$ cat config.mk
export PLATFORM = sky130hd
export DESIGN_NAME = alarm_controller
export DESIGN_NICKNAME = d
export VERILOG_FILES = /design/src/rtl/alarm_controller_pkg.sv /design/src/rtl/alarm_controller_digit_setter.sv /design/src/rtl/alarm_controller.sv
export SDC_FILE = /design/constraint.sdc
export NUM_CORES = 1
export LEC_CHECK = 0
export CAP_MARGIN = 20
export CORE_UTILIZATION = 46
export DETAILED_ROUTE_END_ITERATION = 6
export GPL_ROUTABILITY_DRIVEN = 1
export PLACE_DENSITY_LB_ADDON = 0.25
export RECOVER_POWER = 25
export SYNTH_ARGS = -nofsm -noshare
export SYNTH_HDL_FRONTEND = slang
export SYNTH_SLANG_ARGS = --single-unit
$ cat constraint.sdc
create_clock -name clk -period 2.18 [get_ports clk]
set_input_delay 0.218 -clock clk [delete_from_list [all_inputs] [get_ports clk]]
set_output_delay 0.218 -clock clk [all_outputs]
set_load 0.02 [all_outputs]
$ cat src/rtl/alarm_controller_pkg.sv
// Shared encodings for the alarm controller: FSM states, digit indices and BCD limits.
// Also holds the wrap-around BCD increment used by the digit setter.
package alarm_controller_pkg;

   typedef enum logic [1:0] {
      ST_IDLE    = 2'd0,
      ST_ARMED   = 2'd1,
      ST_RINGING = 2'd2,
      ST_SNOOZE  = 2'd3
   } alarm_state_e;

   localparam logic [1:0] DIG_HR1  = 2'd0;
   localparam logic [1:0] DIG_HR0  = 2'd1;
   localparam logic [1:0] DIG_MIN1 = 2'd2;
   localparam logic [1:0] DIG_MIN0 = 2'd3;

   localparam logic [3:0] LIM_HR1     = 4'd2;
   localparam logic [3:0] LIM_HR0_20H = 4'd3;
   localparam logic [3:0] LIM_MIN1    = 4'd5;
   localparam logic [3:0] LIM_DEC     = 4'd9;

   // '>=' rather than '==' so an out-of-range digit still recovers to 0.
   function automatic logic [3:0] bcd_inc(input logic [3:0] v, input logic [3:0] lim);
      return (v >= lim) ? 4'd0 : v + 4'd1;
   endfunction

endpackage

$ cat src/rtl/alarm_controller_digit_setter.sv
// Alarm-time registers (HH:MM BCD) and the digit cursor, edited with two one-pulse buttons.
// Hours are kept legal for a 24 h clock: hr0 is clamped whenever hr1 becomes 2.
module alarm_digit_setter
   import alarm_controller_pkg::*;
(
   input  logic       clk,
   input  logic       reset,
   input  logic       setting_i,
   input  logic       pb_left_pu_i,
   input  logic       pb_right_pu_i,
   output logic [3:0] hr1_o,
   output logic [3:0] hr0_o,
   output logic [3:0] min1_o,
   output logic [3:0] min0_o,
   output logic [1:0] digit_sel_o
);

   logic [3:0] hr1_q, hr1_d, hr0_q, hr0_d, min1_q, min1_d, min0_q, min0_d;
   logic [1:0] digit_sel_q, digit_sel_d;

   always_comb begin
      hr1_d       = hr1_q;
      hr0_d       = hr0_q;
      min1_d      = min1_q;
      min0_d      = min0_q;
      digit_sel_d = digit_sel_q;
      if (setting_i) begin
         // The increment targets the cursor position before any simultaneous advance.
         if (pb_right_pu_i) begin
            case (digit_sel_q)
               DIG_HR1: begin
                  hr1_d = bcd_inc(hr1_q, LIM_HR1);
                  if (hr1_d == LIM_HR1 && hr0_q > LIM_HR0_20H)
                     hr0_d = LIM_HR0_20H;
               end
               DIG_HR0:  hr0_d  = bcd_inc(hr0_q, (hr1_q == LIM_HR1) ? LIM_HR0_20H : LIM_DEC);
               DIG_MIN1: min1_d = bcd_inc(min1_q, LIM_MIN1);
               DIG_MIN0: min0_d = bcd_inc(min0_q, LIM_DEC);
               default: ;
            endcase
         end
         if (pb_left_pu_i)
            digit_sel_d = digit_sel_q + 2'd1;
      end else begin
         digit_sel_d = DIG_HR1;
      end
   end

   always_ff @(posedge clk) begin
      if (!reset) begin
         hr1_q       <= 4'd0;
         hr0_q       <= 4'd0;
         min1_q      <= 4'd0;
         min0_q      <= 4'd0;
         digit_sel_q <= DIG_HR1;
      end else begin
         hr1_q       <= hr1_d;
         hr0_q       <= hr0_d;
         min1_q      <= min1_d;
         min0_q      <= min0_d;
         digit_sel_q <= digit_sel_d;
      end
   end

   assign hr1_o       = hr1_q;
   assign hr0_o       = hr0_q;
   assign min1_o      = min1_q;
   assign min0_o      = min0_q;
   assign digit_sel_o = digit_sel_q;

endmodule

$ cat src/rtl/alarm_controller.sv
// Alarm controller: compares the running BCD clock with the stored alarm time and
// runs the ring/snooze state machine that drives the buzzer enable.
module alarm_controller
   import alarm_controller_pkg::*;
#(
   parameter logic [7:0] RING_SECONDS   = 8'd60,
   parameter logic [7:0] SNOOZE_SECONDS = 8'd180
) (
   input  logic       clk,
   input  logic       reset,
   input  logic       sec_tick,
   input  logic       alarm_setting_mode,
   input  logic       alarm_en,
   input  logic       pb_left_pu,
   input  logic       pb_right_pu,
   input  logic       snooze_pu,
   input  logic [3:0] hr1_clock,
   input  logic [3:0] hr0_clock,
   input  logic [3:0] min1_clock,
   input  logic [3:0] min0_clock,
   output logic [3:0] alarm_hr1,
   output logic [3:0] alarm_hr0,
   output logic [3:0] alarm_min1,
   output logic [3:0] alarm_min0,
   output logic [1:0] digit_sel,
   output logic       ringing,
   output logic       buzz,
   output logic [1:0] alarm_state
);

   alarm_state_e state_q, state_d;
   logic [7:0]   cnt_q, cnt_d, cnt_inc;
   logic         blink_q, blink_d;
   logic         match, match_q, match_rise;
   logic         ringing_q, buzz_q;

   alarm_digit_setter u_setter (
      .clk           (clk),
      .reset         (reset),
      .setting_i     (alarm_setting_mode),
      .pb_left_pu_i  (pb_left_pu),
      .pb_right_pu_i (pb_right_pu),
      .hr1_o         (alarm_hr1),
      .hr0_o         (alarm_hr0),
      .min1_o        (alarm_min1),
      .min0_o        (alarm_min0),
      .digit_sel_o   (digit_sel)
   );

   assign match      = {hr1_clock, hr0_clock, min1_clock, min0_clock} ==
                       {alarm_hr1, alarm_hr0, alarm_min1, alarm_min0};
   assign match_rise = match & ~match_q;
   assign cnt_inc    = (cnt_q == 8'hFF) ? cnt_q : cnt_q + 8'd1;

   always_comb begin
      state_d = state_q;
      cnt_d   = cnt_q;
      blink_d = blink_q;
      if (alarm_setting_mode || !alarm_en) begin
         state_d = ST_IDLE;
         cnt_d   = 8'd0;
         blink_d = 1'b0;
      end else begin
         case (state_q)
            ST_IDLE: begin
               state_d = ST_ARMED;
               cnt_d   = 8'd0;
               blink_d = 1'b0;
            end
            ST_ARMED: begin
               if (match_rise) begin
                  state_d = ST_RINGING;
                  cnt_d   = 8'd0;
                  blink_d = 1'b0;
               end
            end
            ST_RINGING: begin
               if (snooze_pu) begin
                  state_d = ST_SNOOZE;
                  cnt_d   = 8'd0;
                  blink_d = 1'b0;
               end else if (sec_tick) begin
                  cnt_d   = cnt_inc;
                  blink_d = ~blink_q;
                  if (cnt_inc == RING_SECONDS) begin
                     state_d = ST_ARMED;
                     cnt_d   = 8'd0;
                     blink_d = 1'b0;
                  end
               end
            end
            ST_SNOOZE: begin
               if (sec_tick) begin
                  cnt_d = cnt_inc;
                  if (cnt_inc == SNOOZE_SECONDS) begin
                     state_d = ST_RINGING;
                     cnt_d   = 8'd0;
                     blink_d = 1'b0;
                  end
               end
            end
            default: state_d = ST_IDLE;
         endcase
      end
   end

   always_ff @(posedge clk) begin
      if (!reset) begin
         state_q   <= ST_IDLE;
         cnt_q     <= 8'd0;
         blink_q   <= 1'b0;
         match_q   <= 1'b0;
         ringing_q <= 1'b0;
         buzz_q    <= 1'b0;
      end else begin
         state_q   <= state_d;
         cnt_q     <= cnt_d;
         blink_q   <= blink_d;
         match_q   <= match;
         ringing_q <= (state_d == ST_RINGING);
         buzz_q    <= (state_d == ST_RINGING) & blink_d;
      end
   end

   assign ringing     = ringing_q;
   assign buzz        = buzz_q;
   assign alarm_state = state_q;

endmodule

==> results of run 1 <==
[power breakdown]
part	internal, mW	switching (mW)	leakage, nW	total, mW
registers	0.589	0.00490	0.260	0.594
logic	0.0736	0.0630	0.913	0.137
clock network	0.252	0.234	0.0510	0.485
total	0.914	0.302	1.22	1.22
[through the flow]
stage,util,instances,hold WS [ns],setup WS [ns],TNS [ns]
after floorplan,-,250,0.3548,0.02130,0
after global placement,0.6345,367,0.5298,-0.03690,-0.03690
after detailed placement,0.6345,367,0.5334,-0.03531,-0.03531
after CTS,0.6557,375,0.5489,0.004634,0
after global routing,0.6693,379,0.5658,-0.02964,-0.08900
final,0.6693,379,0.5380,0.02474,0
[registers in the layout, summed over array words and instances, names as in the netlist]
signal / count
ringing: 1
alarm_state: 2
buzz: 1
u_setter.digit_sel_o: 2
u_setter.hr0_o: 4
u_setter.hr1_o: 4
cnt_q: 8
blink_q: 1
u_setter.min0_o: 4
match_q: 1
u_setter.min1_o: 4
[layer usage]
layer | global-route usage | up-vias | share of wire
met4 | 0.07937 | 0 | 0.015
met1 | 0.3085 | 989 | 0.45
li1 | - | 1047 | -
met3 | 0.05523 | 13 | 0.071
met2 | 0.3571 | 105 | 0.46
met5 | 0 | - | 0
[worst reg2reg max path, stage by stage (launching register included)]
cell      delay, ns
dfxtp_2        0.36
ha_4           0.15
nand3_4        0.08
or4b_4         0.55
a211oi_4       0.31
nand4_1        0.22
o221ai_2       0.29
nor4_2         0.08
[worst max-delay path by stage]
| stage | depth (start not counted) | to | slack [ns] | start |
|---|---|---|---|---|
| floorplan | 9 | u_setter.hr0_o[2]$_SDFFE_PN0P_ | 0.02 | u_setter.hr1_o[0]$_SDFFE_PN0P_ |
| global placement | 8 | buzz$_SDFF_PN0_ | -0.04 | hr0_clock[1] |
| detailed placement | 8 | buzz$_SDFF_PN0_ | -0.04 | hr0_clock[1] |
| CTS | 7 | buzz$_SDFF_PN0_ | 0.005 | cnt_q[0]$_SDFFE_PP0P_ |
| global route | 7 | buzz$_SDFF_PN0_ | -0.03 | cnt_q[1]$_SDFFE_PP0P_ |
| finish | 7 | buzz$_SDFF_PN0_ | 0.02 | cnt_q[1]$_SDFFE_PP0P_ |
[kinds of logic (layout without fill, tap and decap cells)]
family                     after synthesis  in the layout  synth area share
AOI/OAI and AO/OA                       56             56            0.1836
DFF                                     32             32            0.3071
and+or+nand+nor                         95             95            0.2460
buffers and inverters                   24            101           0.05159
xor gates and xnor gates                23             23           0.09658
muxes                                    4              4           0.01920
adders and majority gates               16             16           0.09598
[cells in the mapped netlist, drive strengths merged, types with 2 or more instances]
library cell	n
nor3	4
nand2b	4
clkbuf	2
inv	16
nor2b	5
o21a	2
nand2	13
o22ai	3
nor2	28
nand3	12
and4	2
and3	6
xor2	18
dfxtp	32
buf	5
o21ai	10
nand4	5
a211oi	7
a31oi	4
xnor2	5
ha	16
mux2i	4
or4	2
o211ai	2
a21oi	15
nor4	8
[layout make-up]
class | instances | area (um2) | area share
clock buffer | 6 | 82.58 | 0.02834
clock inverter | 2 | 10.01 | 0.003435
inverter | 17 | 63.81 | 0.02190
multi-input combinational | 194 | 1371 | 0.4706
sequential | 32 | 645.6 | 0.2216
tap | 52 | 65.06 | 0.02233
timing repair buffer | 76 | 675.6 | 0.2319
[layout by cell type (no fill, tap or decap), types with 5 or more instances in the layout]
master           synthesis  routed
a211oi_1                 6       6
a21oi_1                 15      13
and3_1                   6       6
buf_4                    2      29
clkbuf_8                 0       6
clkdlybuf4s50_1          0      41
dfxtp_1                 32      28
ha_1                    16      15
inv_1                   16      16
nand2_1                 13      13
nand3_1                 11      10
nand4_1                  5       5
nor2_1                  28      27
nor2b_1                  5       5
nor4_1                   7       7
o21ai_0                 10      10
xnor2_1                  5       5
xor2_1                  18      18
[repair_timing]
action | in CTS | in global routing
resized for setup | 0 | 9
setup endpoints to repair | 2 | 11
pin swaps | 1 | 7
buffers inserted | 0 | 4
hold buffers | 0 | 0
==> impl_metrics.env, run 1 <==
export IMPL_maxCapViolCount=0
export IMPL_critPathKind="register to register"
export IMPL_r2r_slack_ns=0.02
export IMPL_slowest_delay_ns=0.55
export IMPL_cts_buffer_depth=2
export IMPL_overflow=0
export IMPL_min_path_type="register to register"
export IMPL_ant_nets=0
export IMPL_powerDensity_nw_per_um2=417.4
export IMPL_slew_violations=0
export IMPL_num_vias=2154
export IMPL_fin_crit_sh=0.9887
export IMPL_reg2reg_to="buzz$_SDFF_PN0_"
export IMPL_syn_inst=250
export IMPL_synth_edf_count=0
export IMPL_synthArstFlopShare=0
export IMPL_antenna_found_initial=0
export IMPL_die_w_um=69.34
export IMPL_critPathRequiredTime_ns=2.36
export IMPL_crit_chain="ha_4 > nand3_4 > or4b_4 > a211oi_4 > nand4_1 > o221ai_2 > nor4_2"
export IMPL_wl_per_cell_um=14.41
export IMPL_rows=24
export IMPL_fillers=351
export IMPL_htree_levels=2
export IMPL_first_global_vias=1897
export IMPL_p_leak_nw=1.224
export IMPL_pin_count=46
export IMPL_yosys_warnings=0
export IMPL_drive_gt1_frac=0.1713
export IMPL_initial_core_util=0.4790
export IMPL_die_area_um2=4807
export IMPL_num_nets_final=366
export IMPL_drcViolationCount=0
export IMPL_r2r_start="cnt_q[1]$_SDFFE_PP0P_"
export IMPL_synth_net_count=290
export IMPL_hold_viol_final=0
export IMPL_grtUsageTotal=0.2290
export IMPL_die_h_um=69.34
export IMPL_holdPathStages=2
export IMPL_insertion_delay_ns=0.29
export IMPL_ys_seq_elements=32
export IMPL_critPathBufInv=0
export IMPL_cts_root_buf="clkbuf_8"
export IMPL_antenna_cells=0
export IMPL_critical_path_slowest_cell="or4b_4"
export IMPL_relSlewSlack=0.6881
export IMPL_cts_tree="yes"
export IMPL_cts_sinks=32
export IMPL_p_total_mw=1.216
export IMPL_reg2reg_depth=7
export IMPL_clock_skew_ns=0.002983
export IMPL_drtIter0Drc=166
export IMPL_worst_pin_slew_ns=0.4629
export IMPL_max_freq_ghz=0.4640
export IMPL_hpwl_mm=4.015
export IMPL_wl_mm=5.462
export IMPL_synth_seq_area_share=0.3071
export IMPL_port_buffers=45
export IMPL_ys_types=51
export IMPL_placed_area_um2=2763
export IMPL_vias_per_cell=5.683
export IMPL_yosys_top_cells_area="dfxtp_1, ha_1, xor2_1"
export IMPL_critPathCaptureType="register"
export IMPL_grt_max_degree=11
export IMPL_finalCriticalPeriod_ns=2.155
export IMPL_syn_area_um2=2086
export IMPL_area_growth_pct=39.71
export IMPL_final_area_um2=2914
export IMPL_ir_worst_vdd_v=0.0002682
export IMPL_yosysTopAreaCell="dfxtp_1"
export IMPL_worst_ep_arrival_time_ns=2.33
export IMPL_outcome="finished, final reports clean"
export IMPL_cts_clk_slew_worst_paths_ns=0.07
export IMPL_gp_congestion=0.9951
export IMPL_hold_end="u_setter.min0_o[3]$_SDFFE_PN0P_"
export IMPL_setup_violations=0
export IMPL_min_from="u_setter.min0_o[3]$_SDFFE_PN0P_"
export IMPL_grt_pass1_wl_mm=8.901
export IMPL_netlist_area_leader_share=0.3071
export IMPL_rsz0062_at_grt="yes"
export IMPL_crit_family="simple AND/OR/NAND/NOR gates"
export IMPL_worstSetupStartpointType="register"
export IMPL_syn_avg_cell_area_um2=8.343
export IMPL_first_pass_iters=5
export IMPL_numCtsBuffers=5
export IMPL_core_um2=4354
export IMPL_cp_max_fo=4
export IMPL_synth_flop_cell="dfxtp_1"
Note: power is estimated with default switching activity, not from simulation.
==> run 2, diff against run 1 <==
- CORE_UTILIZATION: 46 -> 45
- MAX_ROUTING_LAYER: not set -> met4
- SLEW_MARGIN: not set -> 10
==> impl_metrics.env, run 2 (synthesis gave the netlist of run 1 again) <==
export IMPL_grt_max_degree=10
export IMPL_drcViolationCount=0
export IMPL_core_um2=4414
export IMPL_critPathCaptureType="register"
export IMPL_die_w_um=70.08
export IMPL_insertion_delay_ns=0.28
export IMPL_maxCapViolCount=0
export IMPL_num_vias=2029
export IMPL_wl_mm=5.407
export IMPL_largest_reg_flops=8
export IMPL_critPathBufInv=1
export IMPL_relSlewSlack=0.6777
export IMPL_crit_family="simple AND/OR/NAND/NOR gates"
export IMPL_final_common_cell="clkdlybuf4s50_1"
export IMPL_stdcell_count=375
export IMPL_gp_congestion=0.9200
export IMPL_worst_pin_slew_ns=0.4784
export IMPL_powerDensity_nw_per_um2=420.9
export IMPL_cp_max_fo=5
export IMPL_critPathKind="register to register"
export IMPL_numCtsBuffers=5
export IMPL_rows=24
export IMPL_fin_crit_sh=0.9919
export IMPL_placedCellCount=367
export IMPL_top_register="cnt_q"
export IMPL_initial_core_util=0.4725
export IMPL_antenna_cells=0
export IMPL_max_freq_ghz=0.4625
export IMPL_vias_per_cell=5.411
export IMPL_area_growth_pct=39.77
export IMPL_drtIter0Drc=171
export IMPL_grt_pass1_wl_mm=9.018
export IMPL_p_total_mw=1.227
export IMPL_hold_viol_final=0
export IMPL_cts_sinks=32
export IMPL_worst_ep_arrival_time_ns=2.32
export IMPL_crit_chain="ha_4 > nand3_4 > or4b_4 > a211oi_4 > buf_4 > a31oi_4 > a21oi_2 > nor4_2"
export IMPL_critPathRequiredTime_ns=2.34
export IMPL_first_pass_iters=4
export IMPL_first_global_vias=1924
export IMPL_ir_worst_vdd_v=0.0002908
export IMPL_cts_root_buf="clkbuf_8"
export IMPL_clock_skew_ns=0.008807
export IMPL_p_sw_frac=0.2320
export IMPL_drive_gt1_frac=0.1672
export IMPL_p_switching_mw=0.2847
export IMPL_p_clk_frac=0.405
export IMPL_wl_per_cell_um=14.42
export IMPL_hpwl_mm=4.085
export IMPL_setup_violations=0
export IMPL_htree_levels=2
export IMPL_grtUsageTotal=0.2383
export IMPL_die_area_um2=4911
export IMPL_rsz0062_at_grt="yes"
export IMPL_p_leak_nw=1.218
export IMPL_min_path_type="register to register"
export IMPL_cts_buffer_depth=2
export IMPL_p_comb_frac=0.111
export IMPL_pin_count=46
export IMPL_cts_clk_slew_worst_paths_ns=0.07
export IMPL_critical_path_slowest_cell="or4b_4"
export IMPL_antenna_found_initial=0
export IMPL_mostFrequentLayoutCells="clkdlybuf4s50_1, nor2_1, dfxtp_1, buf_4, xor2_1"
export IMPL_slowest_delay_ns=0.55
export IMPL_slew_violations=0
export IMPL_fillers=366
export IMPL_cts_tree="yes"
export IMPL_seqPwrFrac=0.484
export IMPL_die_h_um=70.08
export IMPL_hold_buffers=0
export IMPL_worstSetupStartpointType="register"
export IMPL_outcome="finished, final reports clean"
export IMPL_p_int_mw=0.9424
export IMPL_overflow=0
export IMPL_finalCriticalPeriod_ns=2.162
export IMPL_ant_nets=0
export IMPL_num_nets_final=363
export IMPL_port_buffers=45
==> run 2: per-layer routing <==
metal / GRT usage / wire length [um] / up-vias
met5: - / 0 / -
met4: 0.05333 / 25 / 0
met3: 0.05916 / 194 / 2
met2: 0.3793 / 2631 / 40
met1: 0.3058 / 2557 / 951
li1: - / - / 1036
==> run 2: timing repair <==
item	in CTS	in global routing
setup endpoints to repair	3	10
setup buffers	0	1
hold endpoints to repair	0	0
gates cloned	0	0
resized for setup	1	11
pin swaps	1	5
==> run 2: per-stage QoR <==
stage	util	worst slack (ns)	instance area [um2]	TNS [ns]	hold slack, ns
floorplan	-	0.02130	2088	0	0.3548
global placement	0.6259	-0.01245	2763	-0.01245	0.5283
detailed placement	0.6259	-0.05470	2763	-0.07083	0.5461
CTS	0.6491	0.01830	2865	0	0.5569
global route	0.6604	-0.05986	2915	-0.2994	0.5849
finish	0.6604	0.01774	2915	0	0.5472
==> run 2: worst paths after layout <==
check	end	slack, ns	cells after the start	startpoint
worst min-delay path	buzz$_SDFF_PN0_	0.55	2	blink_q$_SDFF_PN0_
worst min register to register	buzz$_SDFF_PN0_	0.55	2	blink_q$_SDFF_PN0_
worst max-delay path	buzz$_SDFF_PN0_	0.02	8	cnt_q[1]$_SDFFE_PP0P_
worst max register to register	buzz$_SDFF_PN0_	0.02	8	cnt_q[1]$_SDFFE_PP0P_
==> run 2: power groups by stage <==
stage	clock, mW	combinational [mW]	sequential [mW]
final	0.497	0.136	0.594
after global routing	0.535	0.149	0.595
after CTS	0.505	0.136	0.594
after detailed placement	0	0.135	0.607
after global placement	0	0.134	0.607
after floorplan	0	0.0494	0.614
==> run 2: final cells by class <==
| class | instances | area, um2 | share of cell area |
|---|---|---|---|
| clock buffers | 7 | 96.34 | 0.03305 |
| flip-flops and latches | 32 | 645.6 | 0.2215 |
| well taps | 52 | 65.06 | 0.02232 |
| repair buffers | 73 | 660.6 | 0.2266 |
| multi-input cells | 194 | 1384 | 0.4747 |
| inverters | 17 | 63.81 | 0.02189 |
==> run 2: worst register-to-register path, delay by kind of cell (launching register included) <==
kind | cells | cell delay [ns]
AOI/OAI and AO/OA | 3 | 0.66
adders and majority gates | 1 | 0.15
DFF | 1 | 0.35
and+or+nand+nor | 3 | 0.68
buffers and inverters | 1 | 0.18
